--- src/rtl/mpu_thread_sender_if.sv ---
// Thread-store bundle between the sender, the host staging buffer and the thread memory.
// Store side: every cycle with O_Req_St=1 carries one word; the memory stalls the length header with I_Wait and releases the instruction stream with I_Ack_St.
interface mpu_thread_sender_if #(
  parameter int WIDTH_ADDR  = 10,
  parameter int WIDTH_INSTR = 32,
  parameter int WIDTH_ID    = 8
);
  logic                   I_Start;
  logic [WIDTH_ID-1:0]    I_ThreadID;
  logic [WIDTH_ADDR:0]    I_Length;
  logic                   O_Src_Re;
  logic [WIDTH_ADDR-1:0]  O_Src_Addr;
  logic [WIDTH_INSTR-1:0] I_Src_Instr;
  logic                   O_Req_St;
  logic [WIDTH_INSTR-1:0] O_Instr_St;
  logic                   I_Wait;
  logic                   I_Ack_St;
  logic                   O_Busy;
  logic                   O_Done;
  logic                   O_Err;

  modport master (
    input  I_Start, I_ThreadID, I_Length, I_Src_Instr, I_Wait, I_Ack_St,
    output O_Src_Re, O_Src_Addr, O_Req_St, O_Instr_St, O_Busy, O_Done, O_Err
  );

  modport slave (
    output I_Start, I_ThreadID, I_Length, I_Src_Instr, I_Wait, I_Ack_St,
    input  O_Src_Re, O_Src_Addr, O_Req_St, O_Instr_St, O_Busy, O_Done, O_Err
  );
endinterface

--- src/rtl/mpu_thread_sender.sv ---
// Sends one thread program (length header, thread-ID, instruction stream) into the
// thread memory store port, reading instructions from a 1-cycle-latency staging buffer.
module mpu_thread_sender #(
  parameter int SIZE_THREAD_MEM = 1024,
  parameter int WIDTH_ADDR      = $clog2(SIZE_THREAD_MEM),
  parameter int WIDTH_INSTR     = 32,
  parameter int WIDTH_ID        = 8
) (
  input  logic                clock,
  input  logic                reset,
  mpu_thread_sender_if.master bus,
  output logic [2:0]          dbg_state_o
);

  typedef enum logic [2:0] {
    S_IDLE   = 3'd0,
    S_OPEN   = 3'd1,
    S_LEN    = 3'd2,
    S_SETUP  = 3'd3,
    S_ID     = 3'd4,
    S_LOOKUP = 3'd5,
    S_DATA   = 3'd6
  } state_t;

  localparam logic [WIDTH_ADDR:0]   LEN_MAX = (WIDTH_ADDR+1)'(SIZE_THREAD_MEM);
  localparam logic [WIDTH_ADDR:0]   LEN_ONE = (WIDTH_ADDR+1)'(1);
  localparam logic [WIDTH_ADDR-1:0] ADDR_1  = WIDTH_ADDR'(1);
  localparam logic [WIDTH_ADDR-1:0] ADDR_2  = WIDTH_ADDR'(2);

  state_t                 state_q;
  logic [WIDTH_ID-1:0]    id_q;
  logic [WIDTH_ADDR-1:0]  len_m1_q;
  logic [WIDTH_ADDR-1:0]  beat_q;
  logic                   len_min_q;
  logic                   req_q;
  logic [WIDTH_INSTR-1:0] word_q;
  logic                   src_re_q;
  logic [WIDTH_ADDR-1:0]  src_addr_q;
  logic                   done_q;
  logic                   err_q;

  logic                   len_ok;
  logic                   last_beat;
  logic                   next_reads;
  logic [WIDTH_ADDR-1:0]  beat_inc;

  assign len_ok     = (bus.I_Length != '0) && (bus.I_Length <= LEN_MAX);
  assign last_beat  = (beat_q == len_m1_q);
  assign beat_inc   = beat_q + ADDR_1;
  // The beat after this one still needs a follow-on read unless it is the last word.
  assign next_reads = (beat_inc != len_m1_q);

  always_ff @(posedge clock or negedge reset) begin
    if (!reset) begin
      state_q    <= S_IDLE;
      id_q       <= '0;
      len_m1_q   <= '0;
      beat_q     <= '0;
      len_min_q  <= 1'b0;
      req_q      <= 1'b0;
      word_q     <= '0;
      src_re_q   <= 1'b0;
      src_addr_q <= '0;
      done_q     <= 1'b0;
      err_q      <= 1'b0;
    end else begin
      done_q <= 1'b0;
      err_q  <= 1'b0;
      case (state_q)
        S_IDLE: begin
          if (bus.I_Start) begin
            if (len_ok) begin
              id_q       <= bus.I_ThreadID;
              len_m1_q   <= WIDTH_ADDR'(bus.I_Length - LEN_ONE);
              beat_q     <= '0;
              src_addr_q <= '0;
              req_q      <= 1'b1;
              word_q     <= '0;
              state_q    <= S_OPEN;
            end else begin
              err_q <= 1'b1;
            end
          end
        end
        S_OPEN: begin
          word_q    <= WIDTH_INSTR'(len_m1_q);
          len_min_q <= 1'b0;
          state_q   <= S_LEN;
        end
        S_LEN: begin
          // First LEN cycle is unconditional so the receiver's size check has settled.
          len_min_q <= 1'b1;
          if (len_min_q && !bus.I_Wait) begin
            state_q <= S_SETUP;
          end
        end
        S_SETUP: begin
          word_q  <= WIDTH_INSTR'(id_q);
          state_q <= S_ID;
        end
        S_ID: begin
          src_re_q   <= 1'b1;
          src_addr_q <= '0;
          state_q    <= S_LOOKUP;
        end
        S_LOOKUP: begin
          if (bus.I_Ack_St) begin
            beat_q     <= '0;
            src_re_q   <= (len_m1_q != '0);
            src_addr_q <= ADDR_1;
            state_q    <= S_DATA;
          end
        end
        S_DATA: begin
          if (last_beat) begin
            req_q      <= 1'b0;
            word_q     <= '0;
            src_re_q   <= 1'b0;
            src_addr_q <= '0;
            done_q     <= 1'b1;
            state_q    <= S_IDLE;
          end else begin
            beat_q   <= beat_inc;
            src_re_q <= next_reads;
            // Address only advances while reads remain, so it tops out at depth-1.
            if (next_reads) begin
              src_addr_q <= beat_q + ADDR_2;
            end
          end
        end
        default: begin
          state_q <= S_IDLE;
        end
      endcase
    end
  end

  assign bus.O_Req_St   = req_q;
  assign bus.O_Instr_St = (state_q == S_DATA) ? bus.I_Src_Instr : word_q;
  assign bus.O_Src_Re   = src_re_q;
  assign bus.O_Src_Addr = src_addr_q;
  assign bus.O_Busy     = (state_q != S_IDLE);
  assign bus.O_Done     = done_q;
  assign bus.O_Err      = err_q;
  assign dbg_state_o    = state_q;

endmodule
--- src/flat_wrapper.sv ---
// flat-port wrapper written by rule: the top's interface ports become plain ports
module mpu_thread_sender_flat 
#(
  parameter int SIZE_THREAD_MEM = 1024,
  parameter int WIDTH_ADDR      = $clog2(SIZE_THREAD_MEM),
  parameter int WIDTH_INSTR     = 32,
  parameter int WIDTH_ID        = 8
)
  (clock, reset, dbg_state_o, bus_I_Start, bus_I_ThreadID, bus_I_Length, bus_I_Src_Instr, bus_I_Wait, bus_I_Ack_St, bus_O_Src_Re, bus_O_Src_Addr, bus_O_Req_St, bus_O_Instr_St, bus_O_Busy, bus_O_Done, bus_O_Err);
  mpu_thread_sender_if #(.WIDTH_ADDR(WIDTH_ADDR), .WIDTH_INSTR(WIDTH_INSTR), .WIDTH_ID(WIDTH_ID)) bus_i ();
  input  logic clock;
  input  logic reset;
  output logic [2:0] dbg_state_o;
  input wire logic [$bits(bus_i.I_Start)-1:0] bus_I_Start;
  input wire logic [$bits(bus_i.I_ThreadID)-1:0] bus_I_ThreadID;
  input wire logic [$bits(bus_i.I_Length)-1:0] bus_I_Length;
  input wire logic [$bits(bus_i.I_Src_Instr)-1:0] bus_I_Src_Instr;
  input wire logic [$bits(bus_i.I_Wait)-1:0] bus_I_Wait;
  input wire logic [$bits(bus_i.I_Ack_St)-1:0] bus_I_Ack_St;
  output wire logic [$bits(bus_i.O_Src_Re)-1:0] bus_O_Src_Re;
  output wire logic [$bits(bus_i.O_Src_Addr)-1:0] bus_O_Src_Addr;
  output wire logic [$bits(bus_i.O_Req_St)-1:0] bus_O_Req_St;
  output wire logic [$bits(bus_i.O_Instr_St)-1:0] bus_O_Instr_St;
  output wire logic [$bits(bus_i.O_Busy)-1:0] bus_O_Busy;
  output wire logic [$bits(bus_i.O_Done)-1:0] bus_O_Done;
  output wire logic [$bits(bus_i.O_Err)-1:0] bus_O_Err;
  assign bus_i.I_Start = bus_I_Start;
  assign bus_i.I_ThreadID = bus_I_ThreadID;
  assign bus_i.I_Length = bus_I_Length;
  assign bus_i.I_Src_Instr = bus_I_Src_Instr;
  assign bus_i.I_Wait = bus_I_Wait;
  assign bus_i.I_Ack_St = bus_I_Ack_St;
  assign bus_O_Src_Re = bus_i.O_Src_Re;
  assign bus_O_Src_Addr = bus_i.O_Src_Addr;
  assign bus_O_Req_St = bus_i.O_Req_St;
  assign bus_O_Instr_St = bus_i.O_Instr_St;
  assign bus_O_Busy = bus_i.O_Busy;
  assign bus_O_Done = bus_i.O_Done;
  assign bus_O_Err = bus_i.O_Err;
  mpu_thread_sender #(.SIZE_THREAD_MEM(SIZE_THREAD_MEM), .WIDTH_ADDR(WIDTH_ADDR), .WIDTH_INSTR(WIDTH_INSTR), .WIDTH_ID(WIDTH_ID)) u_core (.clock(clock), .reset(reset), .bus(bus_i), .dbg_state_o(dbg_state_o));
endmodule
--- config.mk ---
export PLATFORM = sky130hd
export DESIGN_NAME = mpu_thread_sender_flat
export DESIGN_NICKNAME = d
export VERILOG_FILES = /design/src/rtl/mpu_thread_sender_if.sv /design/src/rtl/mpu_thread_sender.sv /design/src/flat_wrapper.sv
export SDC_FILE = /design/constraint.sdc
export NUM_CORES = 1
export LEC_CHECK = 0
export ABC_AREA = 1
export BUFFER_PORTS_ARGS = -buffer_cell sky130_fd_sc_hd__buf_2
export CAP_MARGIN = 20
export CORE_MARGIN = 2
export CORE_UTILIZATION = 53
export CTS_CLUSTER_SIZE = 12
export DETAILED_ROUTE_END_ITERATION = 7
export PLACE_DENSITY = 0.79
export SLEW_MARGIN = 20
export SYNTH_ARGS = -nofsm -noshare
export SYNTH_HDL_FRONTEND = slang
export SYNTH_SLANG_ARGS = --single-unit
--- constraint.sdc ---
create_clock -name clock -period 2.3 [get_ports clock]
set_input_delay 0 -clock clock [delete_from_list [all_inputs] [get_ports clock]]
set_output_delay 0 -clock clock [all_outputs]
set_load 0.01 [all_outputs]
# After elaboration in Yosys (flattened, before gate mapping)
# Cells that the tools add are included.
# word_totals
memories,0
output_inout_bits,50
regBits,78
ram_bits,0
mem_bits_ro,0
latchBits,0
inputBits,56
word_cells,83
# classes
mux,33
magnitude_cmp,1
mul,0
n_reduce_logical,20
div,0
n_shift,0
bitwise,0
eq_ne,15
add_sub_neg,3
# op_table
cell,count
$mux 32,4
$pmux 32 s4,1
$mux 10,7
$pmux 10 s4,1
$pmux 10 s3,1
$pmux 3 s7,1
$mux 3,5
$reduce_and 5->1,3
$le 11x11->1 const B,1
$reduce_bool 11->1,1
$add 10x1->10 const B,1
$add 10x2->10 const B,1
$eq 10x10->1,1
$mux 1,10
$ne 10x10->1,1
$reduce_bool 10->1,1
$sub 10x1->10 const B,1
$eq 3x3->1 const B,3
$reduce_bool 3->1,3
$reduce_and 4->1,2
$reduce_bool 4->1,2
$eq 3x2->1 const B,2
$ne 2x1->1 const B,3
$ne 2x2->1 const B,3
other kinds (10),13

# Logic depth before layout (Yosys ltp)
# Gate-level depths: netlist of run 1.
# logic_depth
ltp_word,5
mapped_depth,13
depth_no_buf,13

# Least setup slack after synthesis of run 1
# No wires, ideal clock.
# synth_timing
path_kind,reg2reg
startpoint,register u_core.beat_q[2]
endpoint,register u_core.src_addr_q[1] (netlist: u_core.bus.O_Src_Addr[1])
setup_ps,65
path_buffers,0
path_slack_ps,633
arrival_ps,1602
period_less_slack_ps,1667
path_stages_with_launch,12
t_required_ps,2235
cell_sequence,dfrtp_1 > ha_1 > nand2_2 > inv_2 > nand2_2 > o21ai_1 > nand2_1 > nor2_4 > nand3_2 > nand2_4 > nand2_1 > nand2_1
# synth_between
elab_chain_len,4
word_cells_on_any_way,7
cone_classes,1 x add/sub; 3 x eq/ne; 2 x mux; 1 x reduce/logical
# synth_lines
element,line,source
from (decl),mpu_thread_sender.sv:33,logic [WIDTH_ADDR-1:0] beat_q;
from (signal assigned),mpu_thread_sender.sv:123,beat_q <= beat_inc;
$add 10x1->10,mpu_thread_sender.sv:49,assign beat_inc = beat_q + ADDR_1;
$ne 10x10->1,mpu_thread_sender.sv:51,assign next_reads = (beat_inc != len_m1_q);
$ne 3x1->1 (no source line),--,
$reduce_and 5->1 (no source line),--,
to (signal assigned),mpu_thread_sender.sv:127,src_addr_q <= beat_q + ADDR_2;
to (decl),mpu_thread_sender.sv:38,logic [WIDTH_ADDR-1:0] src_addr_q;
# Several ways; a longest one is shown, not always the timed one.
# A chain may end at the register's enable or synchronous reset.

# Worst setup path in the final report of run 1
# layout_timing
startpoint,register u_core.beat_q[0]
endpoint,register u_core.src_addr_q[2] (netlist: u_core.bus.O_Src_Addr[2])
# layout_between
elab_chain_len,4
word_cells_on_any_way,9
cone_classes,2 x add/sub; 3 x eq/ne; 3 x mux; 1 x reduce/logical
# layout_lines
element,line
$add 10x1->10 or $add 10x2->10 (tied branches),"mpu_thread_sender.sv:49, mpu_thread_sender.sv:127"
$ne 10x10->1 or $mux 10 (tied branches),"mpu_thread_sender.sv:51, mpu_thread_sender.sv:126"
$ne 3x1->1 (no source line) or $mux 10 (tied branches),--
$reduce_and 5->1 (no source line) or $pmux 10 s4 (tied branches),--
# Several ways; a longest one is shown, not always the timed one. The select of a mux whose other input is x is not followed.

==> results of run 1 <==
-- final timing paths --
check	start	end	slack, ns
max	u_core.beat_q[0]$_DFFE_PN0P_	u_core.bus.O_Src_Addr[2]$_DFFE_PN0P_	0.23
min reg2reg	u_core.bus.O_Src_Addr[9]$_DFFE_PN0P_	u_core.bus.O_Src_Addr[9]$_DFFE_PN0P_	0.48
max reg2reg	u_core.beat_q[0]$_DFFE_PN0P_	u_core.bus.O_Src_Addr[2]$_DFFE_PN0P_	0.23
max in group asynchronous	reset	u_core.dbg_state_o[2]$_DFFE_PN0P_	1.50
min in group asynchronous	reset	u_core.id_q[2]$_DFFE_PN0P_	0.33
min	bus_I_Length[6]	u_core.len_m1_q[6]$_DFFE_PN0P_	-0.0002
-- critical path: cells and delay by family (launching register included) --
| kind | cells | cell delay (ns) |
|---|---|---|
| adders and majority gates | 1 | 0.38 |
| DFF | 1 | 0.59 |
| and+or+nand+nor | 10 | 1.03 |
-- per-stage QoR --
| step | area [um2] | cells | total power (W) | hold WS (ns) |
|---|---|---|---|---|
| final | 4570 | 750 | 0.00405 | -0.000208 |
| after global routing | 4570 | 750 | 0.00437 | 0.0326 |
| after CTS | 4570 | 750 | 0.00404 | 0.000841 |
| after detailed placement | 4370 | 731 | 0.00347 | 0.179 |
| after global placement | 4370 | 731 | 0.00343 | 0.172 |
| after floorplan | 3810 | 545 | 0.00288 | -0.296 |
-- layout make-up --
type,count,area [um2]
well taps,96,120
clock inverters,3,23.8
multi-input cells,402,2030
fillers,593,2290
repair buffers,120,666
inverters,68,262
clock buffers,5,68.8
flip-flops and latches,56,1400
-- routing by layer --
metal | vias to the layer above | routed length [um]
li1 | 1906 | -
met1 | 1758 | 4350
met2 | 151 | 4620
met3 | 13 | 649
met4 | 0 | 161
met5 | - | 0
-- placed cells by master (no fill, tap or decap), types with 11 or more instances in the layout --
master,n
buf_2,105
nand4_1,14
nor2_1,61
xor2_1,15
inv_1,57
nand3_1,24
o21ai_0,14
dfrtp_1,56
xnor2_1,12
nand2_1,198
dlygate4sd3_1,11
-- registers in the layout, indices dropped and copies added (netlist names), 3 cells and up --
name	flops
u_core.beat_q	10
u_core.word_q	10
u_core.id_q	8
u_core.bus.O_Src_Addr	10
u_core.dbg_state_o	3
u_core.len_m1_q	10
-- cell families (layout without fill, tap and decap cells) --
group           after synthesis  after routing  synth area share (%)
buf+inv                      87            196                  9.97
compound gates               34             34                  5.44
simple gates                337            337                  40.3
fa+ha+maj                     4              4                  1.31
xor+xnor                     27             27                  6.20
flops                        56             56                  36.7
-- power breakdown --
group          leakage [nW]  total, W  internal (W)  switching (W)
sequential            0.731   0.00159       0.00126       0.000331
clock                0.0404  0.000570      0.000217       0.000353
combinational          1.87   0.00189      0.000685        0.00120
total                  2.64   0.00405       0.00216        0.00189
==> flow_summary.ini, run 1 <==
[cts]
clock-sinks = 56
postCtsSetupBuffers = 0
numCtsBuffers = 5
cts_tree = done
ctsHoldBuffers = 11
cts-root-buf = clkbuf_8
cts.clk_slew.worst_paths_ns = 0.11
cts-resized-gates = 0
h-tree-depth = 2
insertion_delay_ns = 0.32
clock_path_buffers = 2

[sta]
clock_skew_ns = 0.00582
period_needed_ns = 2.07
slew_violations = 0
max_freq_ghz = 0.482
worst_hold_slack_ns = -0.000208
fin_crit_sh_pct = 90.2
setup_slack_ns = 0.227
finalHoldViolations = 1
slew_headroom_pct = 50.7
rsz0062_at_grt = false
setup-tns-final_ns = 0
worst_pin_slew_ns = 0.737
setup_viol = 0

[floorplan]
coreArea_um2 = 6870
die_area_um2 = 7890
ios = 106
die_w_um = 88.8
rows = 30
die_h_um = 88.8
initial_core_util_pct = 55.5

[drt]
num_vias = 3828
drtIter0Drc = 322
routedWlPerCell_um = 13.0
drtAntennaViolNets = 0
drc = 0
drt_pass1_iterations = 5
via_per_inst = 5.10
wirelength_mm = 9.77

[global_routing]
grtUsageMet2_pct = 42.8
antenna_found_initial = 0
grt_util_met1_pct = 34.5
grt_usage_pct = 25.5
grt_pass1_wl_mm = 15.5
grt_max_degree = 57
grt.busiest_layer = met2
grt_pass1_vias = 3409
grt_use_met3_pct = 3.36
grt_overflow = 0

[critical_path]
required_ns = 2.57
critPathArrivalTime_ns = 2.34
crit_type = reg2reg
rr_worst_depth = 11
cp-end-kind = register
max_stage_delay_ns = 0.59
critPathMostFrequentCell = nand2_1
worstPathCellList = ha_1, nand3_4, nand2_1, nand2_1, nor2_1, nand3_1, nor2_2, nand3_2, nand2_4, nand2_1, nand2_1
start_kind = register
worst-path-max-fanout = 11
critPathSlowestCell = dfrtp_1

[logic_synthesis]
synth_top_area_share_pct = 36.7
synth_top_flop_cell = dfrtp_1
synth.area.top_cells = dfrtp_1 37%, nand2_1 19%, nor2_1 6.0%, inv_1 5.6%, xor2_1 3.4%
synth_edf_count = 0
synth_area_um2 = 3810
yosysMostFrequentCell = nand2_1
synth_seq_cells = 56
ys_warn_count = 0
avgSynthCellArea_um2 = 7.00
yosys.area.top_type = dfrtp_1
synth_seq_area_share_pct = 36.7
synth_cells = 545
synth_cell_type_count = 37
synth_nets = 605
synth_commonest_cells = 198 x nand2_1, 61 x nor2_1, 57 x inv_1, 56 x dfrtp_1, 24 x nand3_1
synth-async-reset-ratio_pct = 100

[layout]
antenna_cells = 0
nets = 713
syn2layout_area_growth_pct = 19.9
drive_gt1_share_pct = 24.6
postLayoutCoreUtil_pct = 66.6

[status]
status = finished with violations
violations = negative hold slack

[pwr]
p_leak_nw = 2.64
vdd_drop_max_uv = 548
power.density_nw_per_um2 = 885

[worst_hold_path]
hold_path.class = in2reg
whs_path_depth = 3

[placement]
place.detailed.hpwl_mm = 7.49
io_buffers = 105
place_congestion = 0.912
post-place-ws_ns = 0.254

[flow_run]
maxCapViolations = 0
(Power assumes the default switching activity.)
==> run 2: changes to the inputs <==
==> constraint.sdc (replaced) <==
create_clock -name clock -period 1.97 [get_ports clock]
set_input_delay 0 -clock clock [delete_from_list [all_inputs] [get_ports clock]]
set_output_delay 0 -clock clock [all_outputs]
set_load 0.01 [all_outputs]
==> run 2 against run 1 <==
  * The flow now finishes without violations
  * Non-clock buffer count up 12
  * Critical path depth down 2
  * Worst hold slack better by 0.012 ns
  * Via count up 1.9%
  * First-iteration DRC count up 1.2%
  * Wire length up 7.4%
  * Combinational power up 27%
  * Core utilization up 2.3 points
  * Clock-buffer cell count unchanged
  * Largest power group unchanged
  * Die area unchanged
  * Worst setup slack worse by 0.085 ns
  * Global-route usage up 1.9 points
==> flow_summary.ini, run 2 (same netlist as run 1, synthesis figures left out) <==
[pwr]
power.density_nw_per_um2 = 1060
p_leak_nw = 2.72
total_power_w = 0.00502
vdd_drop_max_uv = 517

[critical_path]
critPathSlowestCell = dfrtp_1
cp_top_family = buffers and inverters
worstPathCellList = inv_2, nor2_4, inv_2, nor2_8, inv_6, buf_6, nand2_1, nand2_1, buf_2
worstPathBufferInverterCount = 5
worst-path-max-fanout = 32
start_kind = register
critPathArrivalTime_ns = 1.83
cp-end-kind = output pin
required_ns = 1.97
max_stage_delay_ns = 0.45
crit_type = reg2out

[placement]
place_congestion = 0.961
io_buffers = 105
place.detailed.hpwl_mm = 8.12

[cts]
clock-sinks = 56
clock_path_buffers = 2
cts.clk_slew.worst_paths_ns = 0.11
numCtsBuffers = 5
h-tree-depth = 2
cts_tree = done
cts-root-buf = clkbuf_8
insertion_delay_ns = 0.32

[sta]
finalHoldViolations = 0
worst_hold_slack_ns = 0.0115
rsz0062_at_grt = true
clock_skew_ns = 0.00851
setup_viol = 0
slew_violations = 0
worst_pin_slew_ns = 0.664
period_needed_ns = 1.83
fin_crit_sh_pct = 92.8
setup-tns-final_ns = 0
max_freq_ghz = 0.547
slew_headroom_pct = 55.7

[status]
status = finished, final reports clean

[global_routing]
grt_max_degree = 33
grt_pass1_vias = 3578
antenna_found_initial = 0
grt_pass1_wl_mm = 16.5
grt_usage_pct = 27.4
grt_overflow = 0

[floorplan]
coreArea_um2 = 6870
die_h_um = 88.8
die_w_um = 88.8
die_area_um2 = 7890
rows = 30
ios = 106
initial_core_util_pct = 55.5

[worst_hold_path]
hold_path.class = in2reg

[layout]
num-fill-cells = 583
regArea_um2 = 1410
final_cell_mix = 195 x nand2_1, 105 x buf_2, 61 x nor2_1, 56 x inv_1, 50 x dfrtp_1
multi_input_area_um2 = 2060
layout_commonest_cell = nand2_1
syn2layout_area_growth_pct = 24.1
antenna_cells = 0
drive_gt1_share_pct = 27.8
postLayoutCoreUtil_pct = 68.9
nets = 727

[drt]
routedWlPerCell_um = 13.7
wirelength_mm = 10.5
drt_pass1_iterations = 5
num_vias = 3901
drtAntennaViolNets = 0
drc = 0
drtIter0Drc = 326
via_per_inst = 5.11

[flow_run]
maxCapViolations = 0
[run 2: changes by cell type in the layout (fill, tap and decap cells not counted), sizes merged]
cell,delta
nand3,+1
buf,+12
clkinv,+1
nand2,+1
clkinvlp,-2
bufinv,+1
[run 2: power by group]
part           switching, W  leakage (nW)  internal [W]
clock              0.000409        0.0583      0.000384
combinational       0.00152          1.94      0.000882
sequential         0.000347         0.722       0.00148
[run 2: layer usage]
layer  vias to the layer above  track usage, %  wire [um]
met2                       158            46.6       5000
met4                         0            8.54        201
met5                         -               0          0
met1                      1788            36.5       4610
li1                       1936               -          -
met3                        19            3.45        682
[run 2: worst paths after layout]
check | cells after the start | slack (ns) | to | from
worst max register to register | 13 | 0.16 | u_core.bus.O_Src_Addr[0]$_DFFE_PN0P_ | u_core.beat_q[1]$_DFFE_PN0P_
min in group asynchronous | 2 | 0.23 | u_core.id_q[7]$_DFFE_PN0P_ | reset
worst min register to register | 2 | 0.47 | u_core.bus.O_Src_Addr[6]$_DFFE_PN0P_ | u_core.bus.O_Src_Addr[6]$_DFFE_PN0P_
worst min-delay path | 3 | 0.01 | u_core.len_m1_q[2]$_DFFE_PN0P_ | bus_I_Length[2]
worst max-delay path | 9 | 0.14 | bus_O_Instr_St[9] | u_core.dbg_state_o[1]$_DFFE_PN0P_
max in group asynchronous | 3 | 1.15 | u_core.dbg_state_o[0]$_DFFE_PN0P_ | reset
[run 2: repair_timing]
item | in CTS | in global routing
hold endpoints to repair | 37 | 0
pin swaps | 1 | 2
hold buffers | 11 | 0
gates resized for setup | 1 | 13
buffers inserted | 1 | 0
cloned | 0 | 2
endpoints found under the setup margin | 17 | 40
[run 2: tightest hold or removal path, stage by stage]
cell,delay (ns)
buf_2,0.11
xnor2_1,0.11
o21ai_0,0.07
[run 2: area by class of cell]
type	instances	share of cell area [%]
timing repair buffer	132	16.3
inverter	68	5.52
clock buffer	5	1.45
tap	96	2.54
sequential	56	29.7
clock inverter	3	1.00
multi-input combinational	404	43.4
[run 2: through the flow]
step | setup WS [ns] | instances | area (um2)
global placement | 0.122 | 742 | 4470
detailed placement | 0.129 | 742 | 4470
CTS | 0.0578 | 762 | 4700
finish | 0.141 | 764 | 4740
floorplan | 0.303 | 545 | 3810
global route | 0.00342 | 764 | 4740
==> run 3: changes to the inputs <==
--- a/config.mk
+++ b/config.mk
@@ -8,12 +8,12 @@
 export ABC_AREA = 1
 export BUFFER_PORTS_ARGS = -buffer_cell sky130_fd_sc_hd__buf_2
 export CAP_MARGIN = 20
+export CORE_ASPECT_RATIO = 1.1
 export CORE_MARGIN = 2
 export CORE_UTILIZATION = 53
 export CTS_CLUSTER_SIZE = 12
 export DETAILED_ROUTE_END_ITERATION = 7
 export PLACE_DENSITY = 0.79
-export SLEW_MARGIN = 20
 export SYNTH_ARGS = -nofsm -noshare
 export SYNTH_HDL_FRONTEND = slang
 export SYNTH_SLANG_ARGS = --single-unit
==> run 3 against run 2 <==
  * Largest cell class unchanged
  * Largest power group unchanged
  * Die area hardly changed
  * Power shrank 0.72%
  * Via count is 0.56% lower
  * Sequential share of layout area barely moved
  * Worst hold slack worse by 0.0012 ns
  * Non-clock buffer count shrank 1
  * Clock-buffer cell count rose by 1
==> flow_summary.ini, run 3 (same netlist as run 1, synthesis figures left out) <==
[layout]
antenna_cells = 0
num-fill-cells = 614
nets = 725
multi_input_area_um2 = 2070
drive_gt1_share_pct = 27.5
postLayoutCoreUtil_pct = 67.4
syn2layout_area_growth_pct = 23.9
final_cell_mix = 195 x nand2_1, 105 x buf_2, 61 x nor2_1, 56 x inv_1, 52 x dfrtp_1
regArea_um2 = 1410
layout_commonest_cell = nand2_1

[pwr]
power.density_nw_per_um2 = 1050
vdd_drop_max_uv = 696
total_power_w = 0.00499
p_leak_nw = 2.71

[global_routing]
antenna_found_initial = 0
grt_usage_pct = 25.9
grt_pass1_vias = 3766
grt_pass1_wl_mm = 16.5
grt_overflow = 0
grt_max_degree = 31

[critical_path]
r2r_slack_ns = 0.15
worst-path-max-fanout = 10
critPathArrivalTime_ns = 2.03
worstPathBufferInverterCount = 4
required_ns = 2.18
cp-end-kind = register
r2r_end = u_core.beat_q[7]$_DFFE_PN0P_
worstPathCellList = dlygate4sd3_1, buf_2, inv_2, ha_1, inv_1, nor2_1, nand3_1, o21ai_2, nand2_2, o21ai_0, nand3_2, nand2_1, nand2_1
critPathMostFrequentCell = nand2_1
max_stage_delay_ns = 0.53
rr_worst_depth = 10
critPathSlowestCell = dlygate4sd3_1
start_kind = primary input
worstReg2RegStart = u_core.beat_q[3]$_DFFE_PN0P_
cp_top_family = buffers and inverters
crit_type = in2reg

[placement]
place.detailed.hpwl_mm = 7.64
place_congestion = 0.987
io_buffers = 105

[sta]
clock_skew_ns = 0.00748
slew_headroom_pct = 58.5
setup_viol = 0
finalHoldViolations = 0
worst_pin_slew_ns = 0.623
slew_violations = 0
period_needed_ns = 1.83
max_freq_ghz = 0.547
fin_crit_sh_pct = 92.8
rsz0062_at_grt = false

[flow_run]
maxCapViolations = 0

[drt]
drt_pass1_iterations = 5
wirelength_mm = 9.92
num_vias = 3879
drtAntennaViolNets = 0
drtIter0Drc = 319
routedWlPerCell_um = 13.2
drc = 0
via_per_inst = 5.17

[floorplan]
die_w_um = 84.9
die_area_um2 = 7890
ios = 106
initial_core_util_pct = 54.4
rows = 32
die_h_um = 93.0
coreArea_um2 = 7010

[cts]
cts.clk_slew.worst_paths_ns = 0.10
h-tree-depth = 2
clock-sinks = 56
numCtsBuffers = 5
clock_path_buffers = 2
cts_tree = done
cts-root-buf = clkbuf_8
insertion_delay_ns = 0.32

[worst_hold_path]
min_from = bus_I_Length[6]
whs_path_depth = 3
min_to = u_core.len_m1_q[6]$_DFFE_PN0P_
hold_path.class = in2reg

[status]
status = finished, final reports clean
## run 3: how the worst max path moves through the flow
stage / start / end / slack, ns / cells after the start
CTS: u_core.beat_q[1]$_DFFE_PN0P_ / u_core.bus.O_Src_Addr[1]$_DFFE_PN0P_ / 0.05 / 12
detailed placement: u_core.beat_q[1]$_DFFE_PN0P_ / u_core.bus.O_Src_Addr[1]$_DFFE_PN0P_ / -0.002 / 12
floorplan: u_core.beat_q[2]$_DFFE_PN0P_ / u_core.bus.O_Src_Addr[1]$_DFFE_PN0P_ / 0.30 / 11
finish: bus_I_Length[0] / u_core.word_q[1]$_DFFE_PN0P_ / 0.14 / 13
global route: u_core.beat_q[2]$_DFFE_PN0P_ / u_core.bus.O_Src_Addr[1]$_DFFE_PN0P_ / 0.02 / 13
global placement: u_core.beat_q[1]$_DFFE_PN0P_ / u_core.bus.O_Src_Addr[5]$_DFFE_PN0P_ / 0.04 / 12
## run 3: per-layer routing
layer / wire (um) / GRT usage (%) / up-vias
li1: - / - / 1926
met1: 4010 / 30.4 / 1781
met2: 5080 / 48.0 / 150
met3: 601 / 3.80 / 22
met4: 219 / 9.13 / 0
met5: 0 / 0 / -
## run 3: report_power, final
group	switching [W]	internal, W	leakage (nW)
clock	0.000380	0.000416	0.0614
sequential	0.000342	0.00148	0.725
combinational	0.00150	0.000875	1.93
## run 3: worst min-delay path, stage by stage
cell	delay [ns]
buf_2	0.12
xnor2_1	0.11
o21ai_0	0.06
## run 3: stage by stage
stage	setup WS, ns	TNS (ns)	hold WS [ns]	std cells	instance area [um2]
after global placement	0.0388	0	0.0442	729	4440
after CTS	0.0529	0	0.0106	747	4660
after detailed placement	-0.00241	-0.00241	0.0518	729	4440
after floorplan	0.303	0	-0.296	545	3810
after global routing	0.0206	0	0.0218	751	4730
final	0.143	0	0.0103	751	4730
## run 3: what timing repair did
action	CTS	global route
buffers inserted	0	3
setup endpoints to repair	10	32
cloned	0	1
pin swaps	0	5
hold endpoints to repair	35	0
hold buffers	10	0
resized for setup	1	12
## run 3: layout make-up
| class | count | share of cell area [%] |
|---|---|---|
| timing repair buffer | 131 | 16.0 |
| tap | 85 | 2.25 |
| clock buffer | 6 | 1.75 |
| inverter | 68 | 5.53 |
| sequential | 56 | 29.8 |
| clock inverter | 2 | 0.821 |
| multi-input combinational | 403 | 43.8 |
